File: config.mk
export PLATFORM = sky130hd
export DESIGN_NAME = regfile_wr_arbiter
export DESIGN_NICKNAME = d
export VERILOG_FILES = /design/src/rtl/regfile_wr_arbiter.sv
export SDC_FILE = /design/constraint.sdc
export NUM_CORES = 1
export LEC_CHECK = 0
export CAP_MARGIN = 20
export CORE_MARGIN = 2
export CORE_UTILIZATION = 45
export DETAILED_ROUTE_END_ITERATION = 10
export PLACE_DENSITY = 0.87
export SLEW_MARGIN = 20
export SYNTH_ARGS = -nofsm -noshare
export SYNTH_HDL_FRONTEND = slang
export SYNTH_SLANG_ARGS = --single-unit
File: constraint.sdc
create_clock -name clk -period 12.1 [get_ports clk]
set_clock_uncertainty 0.1 [all_clocks]
set_input_delay 3.63 -clock clk [delete_from_list [all_inputs] [get_ports clk]]
set_output_delay 3.63 -clock clk [all_outputs]
set_load 0.02 [all_outputs]
File: src/rtl/regfile_wr_arbiter.sv
// Round-robin arbiter funnelling NREQ write requesters into one register-file write port,
// with a zero-fill init sequence and a sticky out-of-range address flag.
module regfile_wr_arbiter #(
    parameter int WIDTH    = 16,
    parameter int DEPTH    = 8,
    parameter int ADDRBITS = 16,
    parameter int NREQ     = 4,
    localparam int ID_W    = (NREQ > 1) ? $clog2(NREQ) : 1
) (
    input  logic                     clk,
    input  logic                     rst,
    input  logic [NREQ-1:0]          req_valid,
    input  logic [NREQ*ADDRBITS-1:0] req_addr,
    input  logic [NREQ*WIDTH-1:0]    req_data,
    output logic [NREQ-1:0]          req_ready,
    input  logic                     init_start,
    input  logic                     err_clr,
    output logic                     busy,
    output logic                     rf_wrEN,
    output logic [ADDRBITS-1:0]      rf_address,
    output logic [WIDTH-1:0]         rf_wrData,
    output logic                     err_addr,
    output logic [ID_W-1:0]          err_id,
    output logic [15:0]              wr_count
);

    localparam logic [0:0] ST_ARB  = 1'b0;
    localparam logic [0:0] ST_INIT = 1'b1;

    localparam logic [ADDRBITS:0]   DEPTH_X   = (ADDRBITS+1)'(DEPTH);
    localparam logic [ADDRBITS-1:0] LAST_ADDR = ADDRBITS'(DEPTH - 1);

    logic [0:0]          state;
    logic [ID_W-1:0]     ptr;
    logic [ADDRBITS-1:0] init_cnt;

    logic                gnt_found_p0;
    logic [ID_W-1:0]     gnt_idx_p0;
    logic [ADDRBITS-1:0] gnt_addr_p0;
    logic [WIDTH-1:0]    gnt_data_p0;
    logic                arb_en_p0;
    logic                xfer_p0;
    logic                addr_ok_p0;

    function automatic logic in_range(input logic [ADDRBITS-1:0] a);
        return ({1'b0, a} < DEPTH_X);
    endfunction

    function automatic logic [ID_W-1:0] next_ptr(input logic [ID_W-1:0] idx);
        if (idx == ID_W'(NREQ - 1))
            return '0;
        return idx + ID_W'(1);
    endfunction

    // ---- stage p0: round-robin grant, starting at ptr and wrapping past NREQ-1 ----
    always_comb begin
        gnt_found_p0 = 1'b0;
        gnt_idx_p0   = '0;
        for (int i = 0; i < NREQ; i++) begin
            if (!gnt_found_p0 && req_valid[i] && (i >= int'(ptr))) begin
                gnt_found_p0 = 1'b1;
                gnt_idx_p0   = ID_W'(i);
            end
        end
        for (int i = 0; i < NREQ; i++) begin
            if (!gnt_found_p0 && req_valid[i] && (i < int'(ptr))) begin
                gnt_found_p0 = 1'b1;
                gnt_idx_p0   = ID_W'(i);
            end
        end
    end

    always_comb begin
        gnt_addr_p0 = '0;
        gnt_data_p0 = '0;
        for (int i = 0; i < NREQ; i++) begin
            if (gnt_idx_p0 == ID_W'(i)) begin
                gnt_addr_p0 = req_addr[i*ADDRBITS +: ADDRBITS];
                gnt_data_p0 = req_data[i*WIDTH +: WIDTH];
            end
        end
    end

    // A pending init_start outranks every requester in the same cycle.
    assign arb_en_p0  = (state == ST_ARB) && !init_start;
    assign xfer_p0    = arb_en_p0 && gnt_found_p0;
    assign addr_ok_p0 = in_range(gnt_addr_p0);

    always_comb begin
        req_ready = '0;
        for (int i = 0; i < NREQ; i++) begin
            req_ready[i] = xfer_p0 && (gnt_idx_p0 == ID_W'(i));
        end
    end

    // ---- stage p1: control state, register-file write port and counters ----
    always_ff @(posedge clk or posedge rst) begin
        if (rst) begin
            state    <= ST_ARB;
            ptr      <= '0;
            init_cnt <= '0;
        end else begin
            case (state)
                ST_ARB: begin
                    if (init_start) begin
                        init_cnt <= ADDRBITS'(1);
                        state    <= (DEPTH > 1) ? ST_INIT : ST_ARB;
                    end else if (gnt_found_p0) begin
                        ptr <= next_ptr(gnt_idx_p0);
                    end
                end
                ST_INIT: begin
                    if (init_cnt == LAST_ADDR) begin
                        init_cnt <= '0;
                        state    <= ST_ARB;
                    end else begin
                        init_cnt <= init_cnt + ADDRBITS'(1);
                    end
                end
                default: state <= ST_ARB;
            endcase
        end
    end

    always_ff @(posedge clk or posedge rst) begin
        if (rst) begin
            rf_wrEN    <= 1'b0;
            rf_address <= '0;
            rf_wrData  <= '0;
            busy       <= 1'b0;
            wr_count   <= '0;
        end else begin
            rf_wrEN <= 1'b0;
            busy    <= 1'b0;
            if (state == ST_INIT) begin
                rf_wrEN    <= 1'b1;
                rf_address <= init_cnt;
                rf_wrData  <= '0;
                busy       <= 1'b1;
            end else if (init_start) begin
                rf_wrEN    <= 1'b1;
                rf_address <= '0;
                rf_wrData  <= '0;
                busy       <= 1'b1;
            end else if (xfer_p0 && addr_ok_p0) begin
                rf_wrEN    <= 1'b1;
                rf_address <= gnt_addr_p0;
                rf_wrData  <= gnt_data_p0;
                wr_count   <= wr_count + 16'd1;
            end
        end
    end

    // First error's requester is kept unless the flag is being cleared in the same cycle.
    always_ff @(posedge clk or posedge rst) begin
        if (rst) begin
            err_addr <= 1'b0;
            err_id   <= '0;
        end else if (xfer_p0 && !addr_ok_p0) begin
            err_addr <= 1'b1;
            if (!err_addr || err_clr)
                err_id <= gnt_idx_p0;
        end else if (err_clr) begin
            err_addr <= 1'b0;
        end
    end

endmodule

==> metrics, run 1 <==
status completed; CP startpoint kind input port; Post-synth EDFFs 0; Pwr Total 0.900 mW; period utilisation layout 85.5%; max-slew violation count 0; FP Rows 34; Area Overhead vs Synth 53.5%; largest net degree at the start of global routing 73; final worst setup slack 1.75 ns; core footprint 8810 µm²; Non-Filler Instances 756; synthesized area per cell 8.76 µm²; Critical Path RT 8.37 ns; GRT Max-Usage Layer met2; PwrDens 143 nW/µm²; critical path endpoint category output pin; Rel. slew slack 41.8%; Synth warnings 0; critical setup path kind in2out; HP Start wr_count[15]$_DFFE_PP0P_; largest area contributor in the netlist dfrtp_1; Worst Setup SP req_valid[1]; drt first pass iters 4; layout cells sized above 1 5.40%; Vias/cell 5.74; initial antenna violation count 0; hold crit path type reg2reg; Max clock buf depth 2; M3 GR Usage 6.25%; CTS tree yes; post-DP HPWL 9950 µm; Yosys top cell area share 43.9%; utilization after layout 71.6%; total CTS buffers 9; Die ar. 9910 µm²; Cell Area, Placed 6070 µm²; Syn Std Cell Area 4110 µm²; Synth Instances 469; Main synth FF type dfrtp_1; Max stage delay on crit path 0.64 ns; worst r2r src ptr[0]$_DFFE_PP0P_; H-tree Lvls 3; Post-synth ARST share 100%; Max FO, Critical Path 45; vias after detailed routing 4,339; initial core utilization 46.6%; Post-DRT Antenna Nets 0; Resized cells post-CTS 0; met2 Usage GRT 45.5%; post-placement setup slack 1.77 ns; clk_lat worst skew 0.36 ns; final instance area 6300 µm²; Synth cell types 46; commonest non-fill, non-tap cell in the layout clkdlybuf4s50_1; Clock Pin Slew Worst Setup and Hold Paths 0.07 ns; unrepaired setup endpoints after global routing no; slowest CP cell clkdlybuf4s50_1; Synth Register Bits 72; Port Buf Inserts 192; # IOs 193; vias in the first global route 4,234; Peak supply drop 0.0716 mV; clock sink total 72; Syn Nets 611; Max-Cap Viols 0; DRC viols 0; # hold bufs at CTS 0; # placed instances 740; root buf cell clkbuf_8; post-route setup TNS 0 ns; Tmin final 10.35 ns; P_leak 2.64 nW; count of final setup violators 0; met1 usage 31.6%; GRT overflow 0; ant diodes 0; overall routing resource usage 26.3%; die width 99.5 µm; Final Hold Viols 0; DRT Wirelength 12,900 µm; GPL Wtd Cong 0.918; worst path arrival time 6.62 ns; postcts setup bufs 0; Tightest Pin Transition 0.872 ns; CP Cell Sequence clkdlybuf4s50_1 > inv_1 > a21oi_1 > o22ai_1 > a21oi_1 > ha_1 > buf_4 > inv_1 > nor3_1 > clkdlybuf4s50_1; Nets 785; Iter 0 DRT Violations 294; Fin Hold WS 0.381 ns; first-pass GRT wire length 20,700 µm; ranking of synthesized cells by area dfrtp_1, a21oi_1, nor2_1, nand3_1, a22o_1; register area share after synthesis 43.9%; Max Fclk 0.0966 GHz; most frequent cells in the layout clkdlybuf4s50_1, dfrtp_1, nor2_1; Die H 99.5 µm; WL/cell 17.0 µm
flip-flops by register name (all words and copies together), names as in the netlist, 2 cells and up:
| name | count |
|---|---|
| init_cnt | 16 |
| rf_address | 16 |
| err_id | 2 |
| wr_count | 16 |
| ptr | 2 |
| rf_wrData | 16 |
power by group:
| part | internal [mW] | switching (mW) |
|---|---|---|
| combinational | 0.167 | 0.174 |
| clock | 0.133 | 0.0907 |
| sequential | 0.286 | 0.0494 |
| total | 0.586 | 0.314 |
area by class of cell:
class	instances	area, µm²
fill	659	2500
multi-input combinational	350	2120
timing repair buffer	198	1970
sequential	72	1800
clock buffer	12	165
tap	108	135
clock inverter	4	73.8
inverter	12	45.0
Yosys cell counts (11+ instances only):
cell,n
dfrtp_1,72
nor2_1,56
a21oi_1,48
nand3_1,30
nand2_1,29
clkbuf_1,26
a22oi_1,19
o22ai_1,18
a22o_1,17
o21ai_0,17
o21ai_1,16
xor2_1,12
inv_1,11
critical path, delay by kind of cell:
kind            cells  cell delay (ns)
fa+ha+maj           1             0.21
compound gates      3             0.57
simple gates        1             0.28
buf+inv             5             1.91
per-layer routing:
metal | vias up | part of all wire [%] | routed length [µm]
li1 | 2072 | - | -
met1 | 2039 | 38 | 4910
met2 | 194 | 51 | 6610
met3 | 34 | 6.6 | 854
met4 | 0 | 3.8 | 493
met5 | - | 0 | 0
worst paths after layout:
| kind | end | slack (ns) | cells past startpoint |
|---|---|---|---|
| max in group asynchronous | rf_wrEN$_DFF_PP0_ | 7.57 | 3 |
| min in group asynchronous | wr_count[10]$_DFFE_PP0P_ | 3.77 | 3 |
| max | req_ready[3] | 1.75 | 10 |
| max reg2reg | rf_address[8]$_DFFE_PP0P_ | 7.44 | 14 |
| min | wr_count[15]$_DFFE_PP0P_ | 0.38 | 1 |
| min reg2reg | wr_count[15]$_DFFE_PP0P_ | 0.38 | 1 |
kinds of logic (layout without fill, tap and decap cells):
logic type | count (synthesis) | count (layout) | synth area share (%)
and+or+nand+nor | 163 | 163 | 19.8
xor gates and xnor gates | 15 | 15 | 3.20
DFF | 72 | 72 | 43.9
muxes | 4 | 4 | 1.10
AOI/OAI and AO/OA | 162 | 162 | 25.6
buffers and inverters | 47 | 226 | 4.66
adders and majority gates | 6 | 6 | 1.83
Note: power is estimated with default switching activity, not from simulation.
==> run 2: changes to the inputs <==
--- a/config.mk
+++ b/config.mk
@@ -9,8 +9,10 @@
 export CORE_MARGIN = 2
 export CORE_UTILIZATION = 45
 export DETAILED_ROUTE_END_ITERATION = 10
+export HOLD_SLACK_MARGIN = 0.03
 export PLACE_DENSITY = 0.87
 export SLEW_MARGIN = 20
 export SYNTH_ARGS = -nofsm -noshare
 export SYNTH_HDL_FRONTEND = slang
 export SYNTH_SLANG_ARGS = --single-unit
+export TNS_END_PERCENT = 30
==> results of run 2 <==
No change in the layout: final DEF, timing and power equal those of run 1.
